--- config.mk ---
export PLATFORM = sky130hd
export DESIGN_NAME = ps2_frame_rx
export DESIGN_NICKNAME = d
export VERILOG_FILES = /design/src/rtl/ps2_frame_rx.sv
export SDC_FILE = /design/constraint.sdc
export NUM_CORES = 1
export LEC_CHECK = 0
export CORE_MARGIN = 2
export CORE_UTILIZATION = 58
export DETAILED_ROUTE_END_ITERATION = 16
export PLACE_DENSITY_LB_ADDON = 0.08
export RECOVER_POWER = 50
export SLEW_MARGIN = 20
export SYNTH_ARGS = -nofsm -noshare
export SYNTH_HDL_FRONTEND = slang
export SYNTH_SLANG_ARGS = --single-unit
--- constraint.sdc ---
create_clock -name clk -period 3.1 [get_ports clk]
set_input_delay 0.62 -clock clk [delete_from_list [all_inputs] [get_ports clk]]
set_output_delay 0.62 -clock clk [all_outputs]
set_load 0.05 [all_outputs]
--- src/rtl/ps2_frame_rx.sv ---
// PS/2 device-to-host frame receiver.
// Deglitches ps2c, detects its falling edges, and shifts in 11-bit frames
// (start, 8 data bits LSB first, odd parity, stop). Each frame is checked
// and reported as a good scan byte or a classified error. A watchdog
// discards frames whose clock stalls.
module ps2_frame_rx #(
    parameter int unsigned FILTER_LEN  = 8,
    parameter int unsigned TIMEOUT_CYC = 100000,
    parameter int unsigned TW          = 17
) (
    input  logic       clk,
    input  logic       reset,
    input  logic       ps2d,
    input  logic       ps2c,
    input  logic       rx_en,
    output logic [7:0] dout,
    output logic       rx_done_tick,
    output logic       err_tick,
    output logic [1:0] err_code,
    output logic       busy
);

    typedef enum logic [1:0] {
        ST_IDLE = 2'b00,
        ST_DPS  = 2'b01,
        ST_CHK  = 2'b10
    } state_t;

    localparam logic [1:0] ERR_NONE    = 2'b00;
    localparam logic [1:0] ERR_PARITY  = 2'b01;
    localparam logic [1:0] ERR_FRAMING = 2'b10;
    localparam logic [1:0] ERR_TIMEOUT = 2'b11;

    localparam logic [TW-1:0] TIMER_LAST = TW'(TIMEOUT_CYC - 1);

    // ------------------------------------------------------------------
    // ps2c deglitch filter and falling-edge detect
    // ------------------------------------------------------------------
    logic [FILTER_LEN-1:0] filt_reg;
    logic [FILTER_LEN-1:0] filt_next;
    logic                  f_val_reg;
    logic                  f_val_next;
    logic                  fall;

    // Filtered level only changes once the whole window agrees.
    always_comb begin
        filt_next  = {ps2c, filt_reg[FILTER_LEN-1:1]};
        f_val_next = f_val_reg;
        if (filt_next == '1) begin
            f_val_next = 1'b1;
        end else if (filt_next == '0) begin
            f_val_next = 1'b0;
        end
        fall = f_val_reg & ~f_val_next;
    end

    // Filter shift register and filtered clock level.
    always_ff @(posedge clk or posedge reset) begin
        if (reset) begin
            filt_reg  <= '1;
            f_val_reg <= 1'b1;
        end else begin
            filt_reg  <= filt_next;
            f_val_reg <= f_val_next;
        end
    end

    // ------------------------------------------------------------------
    // ps2d synchroniser
    // ------------------------------------------------------------------
    logic [1:0] sync_reg;
    logic       data_bit;

    // Two-flop synchroniser for the asynchronous data line.
    always_ff @(posedge clk or posedge reset) begin
        if (reset) begin
            sync_reg <= '1;
        end else begin
            sync_reg <= {sync_reg[0], ps2d};
        end
    end

    assign data_bit = sync_reg[1];

    // ------------------------------------------------------------------
    // Frame FSM
    // ------------------------------------------------------------------
    state_t          state_reg;
    state_t          state_next;
    logic [3:0]      n_reg;
    logic [3:0]      n_next;
    logic [TW-1:0]   timer_reg;
    logic [TW-1:0]   timer_next;
    logic [10:0]     b_reg;
    logic [10:0]     b_next;
    logic [7:0]      dout_reg;
    logic [7:0]      dout_next;
    logic [1:0]      err_reg;
    logic [1:0]      err_next;
    logic            framing_bad;
    logic            parity_bad;

    // Frame layout once fully shifted: b[0] start, b[8:1] data,
    // b[9] parity, b[10] stop.
    assign framing_bad = (b_reg[0] != 1'b0) || (b_reg[10] != 1'b1);
    assign parity_bad  = ~(^b_reg[9:1]);

    // State, bit counter, watchdog timer, shift register and result holds.
    always_ff @(posedge clk or posedge reset) begin
        if (reset) begin
            state_reg <= ST_IDLE;
            n_reg     <= '0;
            timer_reg <= '0;
            b_reg     <= '0;
            dout_reg  <= '0;
            err_reg   <= ERR_NONE;
        end else begin
            state_reg <= state_next;
            n_reg     <= n_next;
            timer_reg <= timer_next;
            b_reg     <= b_next;
            dout_reg  <= dout_next;
            err_reg   <= err_next;
        end
    end

    // Next-state logic, tick generation and result updates.
    always_comb begin
        state_next   = state_reg;
        n_next       = n_reg;
        timer_next   = timer_reg;
        b_next       = b_reg;
        dout_next    = dout_reg;
        err_next     = err_reg;
        rx_done_tick = 1'b0;
        err_tick     = 1'b0;

        unique case (state_reg)
            ST_IDLE: begin
                if (fall && rx_en) begin
                    b_next     = {data_bit, b_reg[10:1]};
                    n_next     = 4'd9;
                    timer_next = '0;
                    state_next = ST_DPS;
                end
            end

            ST_DPS: begin
                if (fall) begin
                    b_next     = {data_bit, b_reg[10:1]};
                    timer_next = '0;
                    if (n_reg == 4'd0) begin
                        state_next = ST_CHK;
                    end else begin
                        n_next = n_reg - 4'd1;
                    end
                end else if (timer_reg == TIMER_LAST) begin
                    state_next = ST_IDLE;
                    err_tick   = 1'b1;
                    err_next   = ERR_TIMEOUT;
                end else begin
                    timer_next = timer_reg + 1'b1;
                end
            end

            ST_CHK: begin
                state_next = ST_IDLE;
                if (framing_bad) begin
                    err_tick = 1'b1;
                    err_next = ERR_FRAMING;
                end else if (parity_bad) begin
                    err_tick = 1'b1;
                    err_next = ERR_PARITY;
                end else begin
                    rx_done_tick = 1'b1;
                    dout_next    = b_reg[8:1];
                    err_next     = ERR_NONE;
                end
            end

            default: begin
                state_next = ST_IDLE;
            end
        endcase
    end

    // Results are shown from the tick cycle onward and held by the
    // registers afterwards, so the consumer sees dout with rx_done_tick.
    assign dout     = dout_next;
    assign err_code = err_next;
    assign busy     = (state_reg != ST_IDLE);

endmodule

==> key figures <==
Finish
  – P&R area growth vs syn: 15.57%
  – Final Net Count: 291
  – Final cell count without fillers: 334
  – N_diodes: 0
  – Design Area, Final: just over 3000 µm²
  – Share of cells above drive strength 1: 0.1950
  – Max FFs per register: 17

Placement
  – Placer Congestion: 0.7953
  – PortBufs: 17
  – Placed Area: between 2000 and 3000 µm²
  – Dpl hpwl: approximately 3400 µm
  – Placed cells: ~320

Synthesis
  – Post-synthesis mux area share: 0.03450
  – Register area share after synthesis: 0.5223
  – Simple-gate share of the synthesized area: 0.2223
  – Synth Flop Type: dfrtp_1
  – Seq cells post-synth: 54
  – Synth Area in Adders: 0.02396
  – Cell Area, Synth: 2611 µm²
  – Yosys warns: 0
  – Syn_area_per_cell: approximately 10 µm²
  – Syn Nets: about 270
  – Syn Inst Count: around 260
  – Synth cell types: 43
  – Largest family of logic cells by synthesized area: simple AND/OR/NAND/NOR gates
  – Synth Area in Compound Gates: 0.1327
  – EDFF count, synth: 0
  – Post-synth ARST share: 1.000
  – XOR/XNOR Fraction of Synth Area: 0.02875

Clocking
  – H-Tree Depth: 2
  – Total CTS buffers: 5
  – Clk root buf: clkbuf_8
  – Skew-Pair Late Insertion Delay: 310 ps
  – CTS tree: yes
  – Clock Sink Count: 54
  – Clk slew on worst S/H paths: 90 ps
  – Clk buf depth: 2

STA
  – Setup TNS: 0 ps
  – Setup Viol. Count Final: 0
  – Worst-Margin Slew: 1015 ps
  – Relative slew slack: 0.3236
  – Final Hold Viols: 0
  – Final worst clock skew: 7.252 ps
  – Max Slew Vio Count: 0
  – RSZ-0062 raised after global routing: no
  – Fmax: 0.3357 GHz
  – Final period util: 0.9609
  – Final min period: 2979 ps

Job
  – Max Cap Violations: 0

Pwr
  – Maximum vdd ir drop: 274.2 µV
  – Leak: 1.375 nW
  – PwrDens: ~400 nW/µm²
  – Final Power: between 0.001 and 0.0015 W

Critical path
  – Worst-path fanout max: 5
  – Setup CP Type: flip-flop to primary output
  – Crit path launch type: flip-flop
  – CP Data Required Time: about 2500 ps
  – Crit end category: primary output
  – Arrival time at the worst endpoint: 2360 ps
  – R2r setup slk: 700 ps

Routing
  – Via count: 1957
  – Pre-antenna DRT Iters: 4
  – DRT antenna net count: 0
  – DRC: 0
  – Initial DRC Count: 123
  – Routed len/inst: 14.87 µm
  – Final WL: 4967 µm
  – Drt via density: 5.859

Floorplan
  – Die ar.: a little over 5000 µm²
  – Die height: just over 70 µm
  – Row count: 24
  – I/O pin count: 18
  – Core ar.: 4354 µm²
  – Initial Utilization: 0.5997
  – Die X: 71.10 µm

Global route
  – Vias in the first global route: 1886
  – Initial antenna violation count: 0
  – Pin count of the biggest net entering global routing: 31
  – First-pass GRT wire length: 8687 µm
  – Grt total ovfl: 0
  – Tot GR Track Use: 0.2139

Min path
  – Hold WC Path Type: flip-flop to flip-flop

Outcome
  – Status: finished clean
## synth_stat cells (all sizes together), types with 3 or more instances
library cell  instances  share of area
a21o                  4          0.012
a21oi                17          0.034
and3                  5          0.012
buf                   4          0.012
clkbuf                4         0.0057
dfrtp                44           0.42
dfstp                10           0.10
ha                    5          0.024
inv                  12          0.017
mux2                  8          0.035
nand2                43          0.062
nand2b                4         0.0096
nand3                15          0.029
nand4                 6          0.014
nor2                  3         0.0043
nor3                  5         0.0096
nor4                  3          0.019
o21ai                22          0.042
o31ai                 4          0.012
or3                   9          0.022
or4                   4          0.012
xnor2                 4          0.013
## routing by layer
layer,share of wire,track usage,up-vias
met3,0.034,0.04416,6
li1,-,-,967
met2,0.47,0.3396,34
met5,0,0,-
met1,0.48,0.3031,950
met4,0.011,0.05660,0
## kinds of logic (layout without fill, tap and decap cells)
family / count (synthesis) / in the layout
and+or+nand+nor: 105 / 106
AOI/OAI and AO/OA: 57 / 57
DFF: 54 / 54
buffers and inverters: 20 / 45
muxes: 8 / 8
xor gates and xnor gates: 7 / 7
adders and majority gates: 5 / 5
## cells in the final DEF (no fill, tap or decap), types with 3 or more instances in the layout
cell and count:
a21o_1 4, a21oi_1 16, and3_1 5, buf_4 16, clkbuf_8 7, clkdlybuf4s50_1 3
dfrtp_1 44, dfstp_1 6, dfstp_2 4, ha_1 4, inv_1 12, mux2_2 8
nand2_1 43, nand2b_1 3, nand3_1 15, nand4_1 6, nor2_1 3, nor3_1 4
o21ai_0 22, o31ai_1 4, or3_1 8, or4_1 4, xnor2_1 3
## where the power goes
part | total [W] | leakage (nW) | switching, W | internal, W
logic | 0.0000730 | 0.624 | 0.0000446 | 0.0000284
registers | 0.000730 | 0.697 | 0.00000932 | 0.000721
clock network | 0.000435 | 0.0544 | 0.000229 | 0.000205
total | 0.00124 | 1.37 | 0.000283 | 0.000954
## area by class of cell
| cell class | instances | area (µm²) |
|---|---|---|
| inverter | 12 | 45.04 |
| fill | 318 | 1336 |
| timing repair buffer | 25 | 226.5 |
| tap | 52 | 65.06 |
| multi-input combinational | 183 | 1212 |
| clock inverter | 1 | 8.758 |
| sequential | 54 | 1364 |
| clock buffer | 7 | 96.34 |
## timing repair
action,in CTS,in global routing
pin swaps,0,2
endpoints found under the setup margin,8,11
hold buffers,0,0
gates cloned,1,0
setup buffers,0,1
hold endpoints to repair,0,0
gates resized for setup,3,6
## worst max-delay path, cell delays in order (launching register included)
cell and delay (ps):
dfrtp_1 440, xor2_1 190, xnor3_1 460, xnor2_2 200, nand2b_4 210, mux2_2 360
buf_4 190
## final timing paths
check,depth (start not counted),startpoint,end
setup / recovery,6,b_reg[8]$_DFFE_PP0P_,dout[3]
hold / removal,0,sync_reg[0]$_DFF_PP1_,sync_reg[1]$_DFF_PP1_
setup reg to reg,7,timer_reg[0]$_DFFE_PP0P_,timer_reg[3]$_DFFE_PP0P_
hold reg to reg,0,sync_reg[0]$_DFF_PP1_,sync_reg[1]$_DFF_PP1_
max in group asynchronous,3,reset,b_reg[2]$_DFFE_PP0P_
min in group asynchronous,2,reset,timer_reg[13]$_DFFE_PP0P_
## through the flow
step | util | hold slack (ps) | setup slack, ps
finish | 0.6931 | 362.8 | 121.1
CTS | 0.6874 | 364.6 | 38.53
global route | 0.6931 | 372.8 | 19.30
floorplan | - | 345.2 | 265.7
global placement | 0.6578 | 345.7 | 103.0
detailed placement | 0.6578 | 350.6 | 60.11
No activity file was read; power rests on OpenSTA's default activity.
